$ cat config.mk
export PLATFORM = sky130hd
export DESIGN_NAME = pipeline_hazard_ctrl
export DESIGN_NICKNAME = d
export VERILOG_FILES = /design/src/rtl/pipeline_hazard_ctrl.sv
export SDC_FILE = /design/constraint.sdc
export NUM_CORES = 1
export LEC_CHECK = 0
export ABC_AREA = 1
export BUFFER_PORTS_ARGS = -buffer_cell sky130_fd_sc_hd__buf_2
export CORE_MARGIN = 1
export CORE_UTILIZATION = 42
export DETAILED_ROUTE_END_ITERATION = 8
export PLACE_DENSITY_LB_ADDON = 0.3
export SLEW_MARGIN = 0
export SYNTH_ARGS = -nofsm -noshare
export SYNTH_HDL_FRONTEND = slang
export SYNTH_SLANG_ARGS = --single-unit
$ cat constraint.sdc
create_clock -name clk_i -period 3.35 [get_ports clk_i]
set_clock_uncertainty 0.2 [all_clocks]
set_input_delay 0.67 -clock clk_i [delete_from_list [all_inputs] [get_ports clk_i]]
set_output_delay 0.67 -clock clk_i [all_outputs]
set_load 0.05 [all_outputs]
$ cat src/rtl/pipeline_hazard_ctrl.sv
// Stall/flush controller for the five-stage pipeline. It handles load-use, taken-branch
// and D-cache-miss hazards, and keeps saturating stall/flush event counters for debug.
module pipeline_hazard_ctrl #(
  parameter int CNT_W = 16
) (
  input  logic             clk_i,
  input  logic             rst_i,
  input  logic [4:0]       id_rs_i,
  input  logic [4:0]       id_rt_i,
  input  logic             ex_memread_i,
  input  logic [4:0]       ex_rt_i,
  input  logic             branch_taken_i,
  input  logic             dcache_miss_i,
  input  logic             dcache_ready_i,
  output logic             pc_write_o,
  output logic             hazard_IF_ID_o,
  output logic             flush_IF_ID_o,
  output logic             bubble_ID_EX_o,
  output logic             stall_all_o,
  output logic [CNT_W-1:0] stall_cnt_o,
  output logic [CNT_W-1:0] flush_cnt_o
);

  localparam logic [0:0] RUN  = 1'b0;
  localparam logic [0:0] MISS = 1'b1;

  logic [0:0] state;
  logic       load_use;

  assign load_use = ex_memread_i && (ex_rt_i != 5'd0) &&
                    ((ex_rt_i == id_rs_i) || (ex_rt_i == id_rt_i));

  // A frozen pipe takes precedence over everything else: a bubble would be lost,
  // and any branch or load-use is re-evaluated once the pipe moves again.
  always_comb begin
    pc_write_o     = 1'b1;
    hazard_IF_ID_o = 1'b0;
    flush_IF_ID_o  = 1'b0;
    bubble_ID_EX_o = 1'b0;
    stall_all_o    = 1'b0;
    if (rst_i) begin
      pc_write_o     = 1'b0;
      hazard_IF_ID_o = 1'b1;
      bubble_ID_EX_o = 1'b1;
    end else if (state == MISS || dcache_miss_i) begin
      pc_write_o     = 1'b0;
      hazard_IF_ID_o = 1'b1;
      stall_all_o    = 1'b1;
    end else if (load_use) begin
      pc_write_o     = 1'b0;
      hazard_IF_ID_o = 1'b1;
      bubble_ID_EX_o = 1'b1;
    end else if (branch_taken_i) begin
      flush_IF_ID_o  = 1'b1;
    end
  end

  always_ff @(posedge clk_i) begin
    if (rst_i) begin
      state <= RUN;
    end else begin
      case (state)
        RUN:     if (dcache_miss_i)  state <= MISS;
        MISS:    if (dcache_ready_i) state <= RUN;
        default: state <= RUN;
      endcase
    end
  end

  always_ff @(posedge clk_i) begin
    if (rst_i) begin
      stall_cnt_o <= '0;
      flush_cnt_o <= '0;
    end else begin
      if (!pc_write_o && stall_cnt_o != '1)
        stall_cnt_o <= stall_cnt_o + CNT_W'(1);
      if (flush_IF_ID_o && flush_cnt_o != '1)
        flush_cnt_o <= flush_cnt_o + CNT_W'(1);
    end
  end

endmodule

==> impl_metrics.json <==
{
  "critical-path-max-stage-delay_ns": 0.25,
  "cp_common_cell": "inv_1",
  "critPathKind": "in2out",
  "drt-initial-drc-count": 86,
  "min_path_type": "reg2reg",
  "postRouteAntennaNets": 0,
  "num_antenna_cells": 0,
  "vias": 2389,
  "clk_pin_slew_worst_paths_ns": 0.07,
  "dr.pass1.iters": 5,
  "post-route-drc-count": 0,
  "grt_setup_unrepaired": "false",
  "ys_seq_elements": 33,
  "finalWorstSetupSlack_ns": 0.4864,
  "area_growth_pct": 20.60,
  "ctsResizeCount": 0,
  "cts_max_path_buffers": 2,
  "layout-drive-gt1-share_pct": 18.05,
  "avgSynthCellArea_sq_um": 6.056,
  "die_h_microns": 74.35,
  "grt_max_degree": 19,
  "syn-instance-count": 363,
  "final_nets": 443,
  "die_area_sq_um": 5527,
  "synthTopCellsByArea": "dfxtp_1, nand2_1, nor2_1",
  "worstMarginPinSlew_ns": 0.3728,
  "maxCapViolCount": 0,
  "synth_area_sq_um": 2198,
  "hold_buffers": 0,
  "crit_buf_inv": 5,
  "core_sq_um": 4880,
  "ir_worst_vdd_mv": 0.1980,
  "synth_cell_type_count": 27,
  "setup_viol": 0,
  "grt.overflow.total": 0,
  "power_density_nw_per_um2": 348.0,
  "start_util_pct": 45.05,
  "final_core_util_pct": 54.33,
  "status": "finished, final reports clean",
  "leakage_nw": 1.296,
  "die_width_microns": 74.35,
  "synth_top_area_share_pct": 30.05,
  "finalSetupTns_ns": 0,
  "crit_arrival_ns": 1.99,
  "wl_microns": 5206,
  "place_hpwl_microns": 3967,
  "finalHoldViolations": 0,
  "routedWlPerCell_microns": 10.67,
  "drv_slew": 0,
  "cp_top_family": "buffers and inverters",
  "root_buffer": "clkbuf_8",
  "fmax_mhz": 349.2,
  "via_per_inst": 4.895,
  "path_cells": "buf_2 > inv_1 > nand4_1 > o21ai_0 > inv_1 > nand2_2 > nand3_1 > inv_1 > buf_2",
  "grt_first_pass_wirelength_microns": 8583,
  "rows": 25,
  "yosysTopAreaCell": "dfxtp_1",
  "cts_max_level": 2,
  "maxSlewHeadroom_pct": 74.95,
  "pin_count": 58,
  "antenna_found_initial": 0,
  "synth_nets": 386,
  "timing.final.crit_share_pct": 85.48,
  "grt_usage_pct": 19.74,
  "numCtsBuffers": 5,
  "seq_area_frac_synth_pct": 30.05,
  "cp-end-kind": "output pin",
  "cp_slowest_cell": "buf_2",
  "fin_crit_ns": 2.864,
  "cp.required_ns": 2.48,
  "grt_pass1_vias": 2046,
  "crit_fanout": 14,
  "crit_path_start_kind": "primary input",
  "cts.sinks": 33,
  "routabilityCongestion": 0.8588,
  "cts_post_setup_buffers_inserted": 0,
  "ys_warn_count": 0,
  "cts_tree": "done",
  "insertion_delay_ns": 0.29,
  "port_buffers": 57,
  "pre_cts_slack_ns": 0.4851
}
-- synthesized netlist by cell type --
| cell type | n |
|---|---|
| nand2_1 | 92 |
| nor2_1 | 62 |
| inv_1 | 58 |
| dfxtp_1 | 33 |
| nand3_1 | 28 |
| nand4_1 | 18 |
| a21oi_1 | 15 |
| o21ai_0 | 12 |
| xnor2_1 | 11 |
| nor3_1 | 5 |
| xor2_1 | 5 |
| clkbuf_1 | 4 |
| buf_2 | 2 |
| ha_1 | 2 |
| nand2_4 | 2 |
| nand3_2 | 2 |
| nor2_2 | 2 |
| a211oi_1 | 1 |
| buf_1 | 1 |
| buf_4 | 1 |
| buf_6 | 1 |
| inv_2 | 1 |
| nand2_2 | 1 |
| nor3_4 | 1 |
| nor4_2 | 1 |
| o211ai_1 | 1 |
| o21bai_1 | 1 |
-- metrics by stage --
step,hold WS [ns],instance area (sq um),power (mW),cells
global placement,0.2288,2535,0.5380,480
finish,0.2561,2651,0.9226,488
floorplan,0.2180,2198,0.5045,363
detailed placement,0.2410,2535,0.5409,480
global route,0.2846,2651,0.9649,488
CTS,0.2554,2651,0.9388,488
-- where the power goes --
group / switching (mW) / internal (mW)
Clock: 0.148 / 0.243
Combinational: 0.0888 / 0.0357
Sequential: 0.00806 / 0.399
-- registers in the layout, indices dropped and copies added (netlist names) --
name and count:
flush_cnt_o 16, stall_cnt_o 16, state 1
-- final timing paths --
path,start,to,slack (ns),depth (start not counted)
max,ex_rt_i[3],flush_IF_ID_o,0.49,9
max reg2reg,stall_cnt_o[0],stall_cnt_o[0],1.13,8
min,state,state,0.26,1
min reg2reg,state,state,0.26,1
-- cells by family after synthesis --
family	Yosys count	share of synthesized area (%)
and+or+nand+nor	214	43.03
buffers and inverters	68	12.24
DFF	33	30.05
AOI/OAI and AO/OA	30	7.172
xor gates and xnor gates	16	6.374
adders and majority gates	2	1.138
-- metal layers --
metal,share of wire (%),vias to the layer above,GRT usage [%]
met5,0,-,0
met4,1.1,0,7.128
met3,5.6,6,4.065
met2,46,68,33.13
met1,47,1062,25.06
li1,-,1253,-
-- area by class of cell --
| cell class | instances | area (sq um) |
|---|---|---|
| clock buffer | 7 | 86.33 |
| fill | 533 | 2228 |
| multi-input combinational | 262 | 1269 |
| timing repair buffer | 59 | 300.3 |
| inverter | 59 | 221.5 |
| tap | 67 | 83.83 |
| sequential | 33 | 660.6 |
| clock inverter | 1 | 30.03 |
-- cells in the final DEF, fill, tap and decap left out --
master     netlist  final
o211ai_1         1      1
nand2_1         92     92
a21oi_1         15     15
a211oi_1         1      1
dfxtp_1         33     33
o21ai_0         12     12
nor4_2           1      1
buf_4            1      2
inv_1           58     58
inv_2            1      1
nand2_4          2      2
buf_2            2     57
nor2_2           2      2
nand3_1         28     28
clkbuf_8         0      6
xor2_1           5      5
ha_1             2      2
clkbuf_1         4      1
nor3_4           1      1
nand2_2          1      1
nor2_1          62     62
bufinv_16        0      1
nor3_1           5      5
nand3_2          2      2
xnor2_1         11     11
o21bai_1         1      1
nand4_1         18     18
No activity file was read; power rests on OpenSTA's default activity.
